**src/rtl/bcd_stopwatch_pkg.sv**
```systemverilog
// Shared types and constants for the BCD stopwatch run-control slice.
package bcd_stopwatch_pkg;

  typedef enum logic [1:0] {
    IDLE   = 2'd0,
    RUN    = 2'd1,
    LAP    = 2'd2,
    PAUSED = 2'd3
  } state_t;

  localparam logic [3:0] BCD_NINE = 4'd9;
  localparam logic [3:0] BCD_ZERO = 4'd0;

  localparam int TICK_DIV_DEFAULT = 50;
  localparam int TICK_W_DEFAULT   = 6;

  // Returns {carry, next_digit}; a digit never leaves 0..9.
  function automatic logic [4:0] bcd_inc(input logic [3:0] d);
    if (d == BCD_NINE) return {1'b1, BCD_ZERO};
    else               return {1'b0, d + 4'd1};
  endfunction

endpackage

```
**src/rtl/bcd_digit_pair.sv**
```systemverilog
// Two-digit BCD counter 00..99 with synchronous clear and a registered wrap pulse.
module bcd_digit_pair
  import bcd_stopwatch_pkg::*;
(
  input  logic       Clock,
  input  logic       Resetn,
  input  logic       Clear,
  input  logic       E,
  output logic [3:0] Dig1,
  output logic [3:0] Dig0,
  output logic       Wrap
);

  logic [4:0] inc0;
  logic [4:0] inc1;

  assign inc0 = bcd_inc(Dig0);
  assign inc1 = bcd_inc(Dig1);

  always_ff @(posedge Clock or negedge Resetn) begin
    if (!Resetn) begin
      Dig1 <= BCD_ZERO;
      Dig0 <= BCD_ZERO;
      Wrap <= 1'b0;
    end else begin
      Wrap <= 1'b0;
      if (Clear) begin
        Dig1 <= BCD_ZERO;
        Dig0 <= BCD_ZERO;
      end else if (E) begin
        Dig0 <= inc0[3:0];
        // Tens only moves on a units carry; a tens carry is the 99->00 wrap.
        if (inc0[4]) begin
          Dig1 <= inc1[3:0];
          Wrap <= inc1[4];
        end
      end
    end
  end

endmodule

```
**src/rtl/bcd_stopwatch_ctrl.sv**
```systemverilog
// Stopwatch run control: button FSM, count-rate prescaler, lap hold and display mux.
module bcd_stopwatch_ctrl
  import bcd_stopwatch_pkg::*;
#(
  parameter int TICK_DIV = TICK_DIV_DEFAULT,
  parameter int TICK_W   = TICK_W_DEFAULT
) (
  input  logic       Clock,
  input  logic       Resetn,
  input  logic       StartStop,
  input  logic       LapReset,
  output logic       Run,
  output logic       Lapped,
  output logic       Wrap,
  output logic [3:0] Disp1,
  output logic [3:0] Disp0
);

  localparam logic [TICK_W-1:0] PRESC_LAST = TICK_W'(TICK_DIV - 1);

  state_t            state;
  state_t            state_nxt;
  logic [TICK_W-1:0] presc;
  logic              running;
  logic              tick;
  logic              clear;
  logic              capture;
  logic [3:0]        cnt1;
  logic [3:0]        cnt0;
  logic [3:0]        hold1;
  logic [3:0]        hold0;

  assign running = (state == RUN) || (state == LAP);
  assign tick    = running && (presc == PRESC_LAST);

  // StartStop is tested first in every state so it wins over a coincident LapReset.
  always_comb begin
    state_nxt = state;
    clear     = 1'b0;
    capture   = 1'b0;
    case (state)
      IDLE: begin
        if (StartStop) state_nxt = RUN;
      end
      RUN: begin
        if (StartStop) begin
          state_nxt = PAUSED;
        end else if (LapReset) begin
          state_nxt = LAP;
          capture   = 1'b1;
        end
      end
      LAP: begin
        if (StartStop)     state_nxt = PAUSED;
        else if (LapReset) state_nxt = RUN;
      end
      PAUSED: begin
        if (StartStop) begin
          state_nxt = RUN;
        end else if (LapReset) begin
          state_nxt = IDLE;
          clear     = 1'b1;
        end
      end
      default: state_nxt = IDLE;
    endcase
  end

  always_ff @(posedge Clock or negedge Resetn) begin
    if (!Resetn) begin
      state <= IDLE;
    end else begin
      state <= state_nxt;
    end
  end

  // Prescaler freezes while paused so a resume finishes the interrupted interval.
  always_ff @(posedge Clock or negedge Resetn) begin
    if (!Resetn) begin
      presc <= '0;
    end else if (clear) begin
      presc <= '0;
    end else if (running) begin
      presc <= (presc == PRESC_LAST) ? '0 : presc + TICK_W'(1);
    end
  end

  always_ff @(posedge Clock or negedge Resetn) begin
    if (!Resetn) begin
      hold1 <= BCD_ZERO;
      hold0 <= BCD_ZERO;
    end else if (capture) begin
      hold1 <= cnt1;
      hold0 <= cnt0;
    end
  end

  bcd_digit_pair u_count (
    .Clock  (Clock),
    .Resetn (Resetn),
    .Clear  (clear),
    .E      (tick),
    .Dig1   (cnt1),
    .Dig0   (cnt0),
    .Wrap   (Wrap)
  );

  assign Run    = running;
  assign Lapped = (state == LAP);
  assign Disp1  = Lapped ? hold1 : cnt1;
  assign Disp0  = Lapped ? hold0 : cnt0;

endmodule

```
**config.mk**
```make
export PLATFORM = sky130hd
export DESIGN_NAME = bcd_stopwatch_ctrl
export DESIGN_NICKNAME = d
export VERILOG_FILES = /design/src/rtl/bcd_stopwatch_pkg.sv /design/src/rtl/bcd_digit_pair.sv /design/src/rtl/bcd_stopwatch_ctrl.sv
export SDC_FILE = /design/constraint.sdc
export NUM_CORES = 1
export LEC_CHECK = 0
export CORE_ASPECT_RATIO = 0.5
export CORE_MARGIN = 10
export CORE_UTILIZATION = 41
export CTS_BUF_LIST = sky130_fd_sc_hd__clkbuf_8
export CTS_CLUSTER_DIAMETER = 150
export DETAILED_ROUTE_END_ITERATION = 10
export PLACE_DENSITY_LB_ADDON = 0.1
export SKIP_LAST_GASP = 1
export SLEW_MARGIN = 10
export SYNTH_ARGS = -nofsm -noshare
export SYNTH_HDL_FRONTEND = slang
export SYNTH_HIERARCHICAL = 1
export SYNTH_SLANG_ARGS = --single-unit
```
**constraint.sdc**
```tcl
create_clock -name Clock -period 2.93 [get_ports Clock]
set_input_delay 0.7325 -clock Clock [delete_from_list [all_inputs] [get_ports Clock]]
set_output_delay 0.7325 -clock Clock [all_outputs]
set_load 0.03 [all_outputs]
```
Yosys cells after proc, flatten, opt, wreduce, memory -nomap -nowiden. Index checks and enable logic that the tools add are counted. Widths: inputs -> output; s select.

Register bits after elaboration: 25. Latch bits: 0. RAM bits: 0. Memory bits (read-only): 0. Input bits: 4. Memories: 0.

$add $sub $neg: 3. Multiply operators: 0. Divide/modulo/power cells: 0. Order comparisons: 0. Equal/unequal tests: 10. Shift operators: 0. Mux-type cells: 27. Bitwise operators: 0. Reduce and logical (&&, ||, !) cells: 8.

Operator list (count): $mux 4 (7); $mux 6 (3); $mux 2 (7); $mux 5 (2); $ne 3x3->1 const B (3); $add 4x1->4 const B (2); $eq 4x4->1 const B (2); $pmux 2 s4 (1); $mux 1 (7); $add 6x1->6 const B (1); $eq 6x6->1 const B (1); $reduce_bool 2->1 (3); $eq 2x2->1 const B (2); $reduce_and 4->1 (1); $eq 2x1->1 const B (1); $logic_not 2->1 (1); $ne 2x2->1 const B (1); $reduce_and 2->1 (1); $logic_and 1x1->1 (1); $logic_or 1x1->1 (1).

Depth between registers and ports, before layout. Gate-level depths: netlist (run 1).

Word-level depth: 5. Mapped depth: 7.

By module. Netlist (run 1), hierarchy kept.

By module, submodules not included: bcd_stopwatch_ctrl (instances 1, cells each 84, area an instance 905.9 um2, seq. area each 400.4 um2); bcd_digit_pair (instances 1, cells each 53, area an instance 515.5 um2, seq. area each 225.2 um2).

Least setup slack after synthesis (run 1). Ideal clock, no wire load.

Path kind: register to output. Start point: reg state[0]. End point: out Disp0[0]. Arrival time: 1493 ps. Data required time: 2197 ps. Path slack: 704 ps. Stages on the path, launching flop included: 5. Path buffers: 1. Cells stage by stage: dfrtp_1 inv_1 ha_1 buf_4 mux2_2.

Word-level cells in the longest chain between the ends: 2.

Ends and longest elaborated chain: from (decl) (line bcd_stopwatch_ctrl.sv:21) `state_t state;`; from (signal assigned) (line bcd_stopwatch_ctrl.sv:73) `state <= state_nxt;`; $eq 2x2->1 (line bcd_stopwatch_ctrl.sv:109) `assign Lapped = (state == LAP);`; named net Lapped (line bcd_stopwatch_ctrl.sv:13) `output logic Lapped,`; $mux 4 (line bcd_stopwatch_ctrl.sv:111) `assign Disp0 = Lapped ? hold0 : cnt0;`; to (decl) (line bcd_stopwatch_ctrl.sv:16) `output logic [3:0] Disp0`.

The timed path passes the listed nets, and every way through them passes these cells.

Worst setup path after layout (run 1).
Start point: reg state[0]. End point: out Disp1[0].

Word-level cells in the longest chain between the ends: 2.

Ends and longest elaborated chain: $eq 2x2->1 (line bcd_stopwatch_ctrl.sv:109); $mux 4 (line bcd_stopwatch_ctrl.sv:110) `assign Disp1 = Lapped ? hold1 : cnt1;`; to (decl) (line bcd_stopwatch_ctrl.sv:15) `output logic [3:0] Disp1,`.

Every way passes these cells.

==> results_dict.tcl, run 1 <==
set metrics [dict create \
    syn_area_sq_mm 0.001421 \
    setup_viol 0 \
    cp_max_fo 10 \
    cp-end-kind "output pin" \
    layout_worst_path_cycle_share 0.9468 \
    startpoint_type "register" \
    clockBufferDepth 2 \
    viasPerCell 5.269 \
    finalCriticalPeriod_ps 2774 \
    numCtsBuffers 3 \
    final_common_cell "dfrtp_1" \
    drt_iter0_drc 41 \
    dieArea_sq_mm 0.006365 \
    rsz0062_at_grt "false" \
    path_clk_slew_ps 90 \
    startpoint "state[0]" \
    rows 14 \
    p_leak_uw 0.0007799 \
    max_freq_ghz 0.3605 \
    yosysWarnings 6 \
    ys_ff_latch 25 \
    port_buffers 14 \
    core_sq_mm 0.003153 \
    grt_antenna_before_repair 0 \
    multiInputGateArea_sq_um 763.2 \
    p_per_area_mw_per_mm2 977.6 \
    drc_errors 0 \
    outcome "finished, final reports clean" \
    r2r_cells 9 \
    nFillCells 286 \
    cts_tree "yes" \
    ys_top_cells_by_area "dfrtp_1, mux2_2, ha_1, nand2_1, a21oi_1" \
    wl_per_cell_microns 13.78 \
    syn_inst 137 \
    hold_viol_final 0 \
    grt_first_pass_wirelength_microns 4733 \
    ant_nets 0 \
    crit_required_ps 2200 \
    drive_gt1_frac 0.1911 \
    r2r-start "state[1]" \
    grt_start_max_net_pins 26 \
    start_util 0.4508 \
    htree_levels 1 \
    cap_violations 0 \
    drt-total-wl_microns 2714 \
    reg2reg_slack_ps 700 \
    finalSetupTns_ps 0 \
    crit_end "Disp1[0]" \
    track_usage 0.09269 \
    min_path_type "reg2reg" \
    worstSkewPairLatency_ps 270 \
    fin_total_pwr_uw 1657 \
    cts-root-buf "clkbuf_8" \
    clock-sinks 25 \
    register_area_sq_um 625.6 \
    gp_congestion 0.7765 \
    synthDistinctLibCells 31 \
    yosysSeqAreaShare 0.4401 \
    maxSlewViolCount 0 \
    n_antenna_cell 0 \
    critical_path_class "reg2out" \
    mappedNetlistNets 151 \
    timing_worst_slew_pin_value_ps 489.2 \
    fin_skew_ps 3.699 \
    boundaryPins 15 \
    dieWidth_microns 103.3 \
    syn_avg_cell_area_sq_um 10.37 \
    yosysTopAreaCellShare 0.4401 \
    num_vias 1038 \
    finish.utilization 0.5377 \
    rr_endpoint "u_count/Dig1[3]" \
    final_nets 172 \
    overflow 0 \
    post-dp-hpwl_microns 1973 \
    grt_pass1_vias 980 \
    max_slew_margin 0.6739 \
    area_delta_synth_final_pct 19.28 \
    die_h_microns 61.64 \
    synth.largest_area_cell "dfrtp_1" \
    final_cell_mix "dfrtp_1, mux2_2, nand2_1" \
    dr.pass1.iters 4 \
    ir_worst_vdd_uv 425.4 \
    arrival_ps 2040 \
]
-- synth_stat cells, drive strengths merged --
library cell   n
nand2b         4
nand2         15
buf            1
nor3           2
and4b          2
o211ai         1
nand4          2
a21oi         11
nand4b         1
clkbuf         2
ha            10
inv            8
nand3b         7
and3           1
or3            3
mux2          16
a31oi          2
nor2           4
dfrtp         25
a21boi         1
o21ai          3
o31ai          2
xor2           1
xnor2          2
o21bai         1
o31a           1
a211o          1
nand3          7
o22ai          1
-- metrics by stage --
stage,setup slack [ps],std cells,instance area (sq um),hold WS [ps]
4_1_cts,44.94,197,1683,509.8
3_3_place_gp,283.6,193,1634,481.4
5_1_grt,62.04,197,1695,524.2
2_1_floorplan,704.5,137,1421,436.9
3_5_place_dp,216.7,193,1634,487.8
6_report,155.9,197,1695,506.5
-- power by group --
part           internal (uW)  switching (uW)
registers                471             146
clock network           95.1             111
logic                    401             433
-- sequential cells by signal, summed over array words and instances (netlist names) --
register and flops:
u_count/Dig0 4, u_count/Wrap 1, hold0 4, u_count/Dig1 4, state 2, presc 6, hold1 4
-- area by class of cell --
class,instances,area share
Inverter,8,0.01771
Multi-Input combinational cell,101,0.4502
Tap cell,40,0.02952
Sequential cell,25,0.3690
Timing Repair Buffer,19,0.1063
Clock buffer,3,0.02435
Clock inverter,1,0.002952
-- kinds of logic after synthesis --
kind of cell | Yosys count | synth area share
multiplexers | 16 | 0.1268
AO/OA/AOI/OAI | 24 | 0.1039
flip-flops | 25 | 0.4401
buffers and inverters | 11 | 0.03169
XOR/XNOR | 3 | 0.01849
AND/OR/NAND/NOR | 48 | 0.1910
adder cells (fa/ha/maj) | 10 | 0.08803
-- metal layers --
| metal | global-route usage | wire, microns | vias up |
|---|---|---|---|
| met2 | 0.1417 | 1168 | 15 |
| li1 | - | - | 526 |
| met1 | 0.1221 | 1404 | 495 |
| met4 | 0.01179 | 6 | 0 |
| met5 | 0 | 0 | - |
| met3 | 0.04022 | 136 | 2 |
-- timing repair --
item                                    4_1_cts  5_1_grt
pin swaps                                     0        0
resized for setup                             1        2
endpoints found under the setup margin        8        6
endpoints found under the hold margin         0        0
hold buffers                                  0        0
setup buffers                                 0        0
-- worst min path at each step --
stage | to | cells after the start | slack (ps) | start
after floorplan | hold0[0] | 0 | 440 | Resetn
after global placement | hold0[3] | 1 | 480 | hold0[3]
after detailed placement | hold0[0] | 1 | 490 | hold0[0]
after CTS | hold0[0] | 1 | 510 | hold0[0]
after global routing | hold1[1] | 1 | 520 | hold1[1]
final | hold0[0] | 1 | 510 | hold0[0]
-- worst max-delay path: stages, from the launching register on --
cell and delay [ps]:
dfrtp_1 420, inv_1 160, ha_4 240, mux2_2 350
clkdlybuf4s50_1 590
No activity file was read; power rests on OpenSTA's default activity.
==> run 2, diff against run 1 <==
--- a/constraint.sdc
+++ b/constraint.sdc
@@ -3,2 +3,2 @@
 set_output_delay 0.7325 -clock Clock [all_outputs]
-set_load 0.03 [all_outputs]
+set_load 0.1 [all_outputs]
==> run 2 against run 1 <==
Against the previous run:
- count of clock-buffer cells in the layout stayed put
- final area up 2.5%
- die area did not move
- via count up 1.3%
- first-iteration DRC count up 32%
- register-to-register slack better by 70 ps
- highest routed layer unchanged
==> results_dict.tcl, run 2 (same netlist as run 1, synthesis figures left out) <==
set metrics [dict create \
    final_common_cell "dfrtp_1" \
    die_h_microns 61.64 \
    dpl.cell_count 191 \
    final_cell_mix "dfrtp_1, mux2_2, nand2_1" \
    finalSetupTns_ps 0 \
    viasPerCell 5.395 \
    overflow 0 \
    cap_violations 0 \
    finalCriticalPeriod_ps 2630 \
    post-dp-hpwl_microns 2017 \
    grt_start_max_net_pins 26 \
    critical_path_class "reg2out" \
    reg2reg_slack_ps 770 \
    top_register "presc" \
    min_path_type "reg2reg" \
    cts_resized 0 \
    grt_antenna_before_repair 0 \
    n_antenna_cell 0 \
    htree_levels 1 \
    port_buffers 14 \
    cts-hold-fix-buffers 0 \
    max_freq_ghz 0.3803 \
    cts-root-buf "clkbuf_8" \
    rows 14 \
    r2r_cells 8 \
    largest_reg_flops 6 \
    rr_endpoint "u_count/Dig1[3]" \
    drt-total-wl_microns 2732 \
    min_delay_worst_endpoint "hold0[2]" \
    wl_per_cell_microns 14.01 \
    gp_congestion 0.7629 \
    r2r-start "state[1]" \
    cts_tree "yes" \
    drc_errors 0 \
    arrival_ps 1900 \
    rsz0062_at_grt "false" \
    dieWidth_microns 103.3 \
    setup_viol 0 \
    boundaryPins 15 \
    fin_skew_ps 1.614 \
    worstSkewPairLatency_ps 270 \
    layout_worst_path_cycle_share 0.8975 \
    drt_iter0_drc 54 \
    grt_pass1_vias 1073 \
    clock-sinks 25 \
    worstHoldStart "hold0[2]" \
    path_clk_slew_ps 90 \
    area_delta_synth_final_pct 22.27 \
    start_util 0.4508 \
    timing_worst_slew_pin_value_ps 521.4 \
    core_sq_mm 0.003153 \
    holdPathStages 1 \
    track_usage 0.09697 \
    startpoint "state[0]" \
    dr.pass1.iters 4 \
    dieArea_sq_mm 0.006365 \
    final_nets 170 \
    crit_required_ps 2200 \
    clockBufferDepth 2 \
    outcome "finished, final reports clean" \
    hold_viol_final 0 \
    maxSlewViolCount 0 \
    num_vias 1052 \
    cp-end-kind "output pin" \
    startpoint_type "register" \
    numCtsBuffers 3 \
    whs_ps 508.7 \
    drive_gt1_frac 0.2452 \
    ant_nets 0 \
    cp_max_fo 11 \
    max_slew_margin 0.6524 \
    grt_first_pass_wirelength_microns 4850 \
    final_cells 195 \
    post_cts_buffers 0 \
]
==> run 2: layout make-up <==
| type | instances | area, sq um |
|---|---|---|
| clock buffers | 3 | 41.29 |
| clock inverters | 1 | 5.005 |
| fillers | 285 | 1415 |
| inverters | 8 | 30.03 |
| multi-input cells | 101 | 750.7 |
| flip-flops and latches | 25 | 625.6 |
| well taps | 40 | 50.05 |
| repair buffers | 17 | 235.2 |
==> run 2: worst max-delay path by stage <==
stage                to  slack (ps)  cells past startpoint
2_1_floorplan  Disp0[0]          30                      4
3_3_place_gp   Disp1[3]         650                      4
3_5_place_dp   Disp1[0]         590                      4
4_1_cts        Disp0[2]         290                      4
5_1_grt        Disp1[1]         200                      4
6_report       Disp0[2]         300                      4
==> run 2: through the flow <==
step	area (sq um)	util	setup slack [ps]
2_1_floorplan	1421	-	25.35
3_3_place_gp	1692	0.5365	649.9
3_5_place_dp	1692	0.5365	594.6
4_1_cts	1738	0.5512	286.8
5_1_grt	1738	0.5512	202.5
6_report	1738	0.5512	300.2
==> run 2: worst max-delay path, cell delays in order (launching register included) <==
cell and delay (ps):
dfrtp_1 430, inv_1 130, ha_1 480, mux2_2 420
buf_12 170
==> run 2: metal layers <==
layer,vias up,global-route usage,part of all wire,wire (microns)
met4,0,0.03143,0.0040,11
met1,505,0.1169,0.50,1361
li1,524,-,-,-
met3,2,0.04134,0.053,145
met5,-,0,0,0
met2,21,0.1552,0.44,1213
Power of run 2 is left out: the tool's default activity adds up to more than one toggle a clock period on the data nets, which glitch-free logic cannot reach.
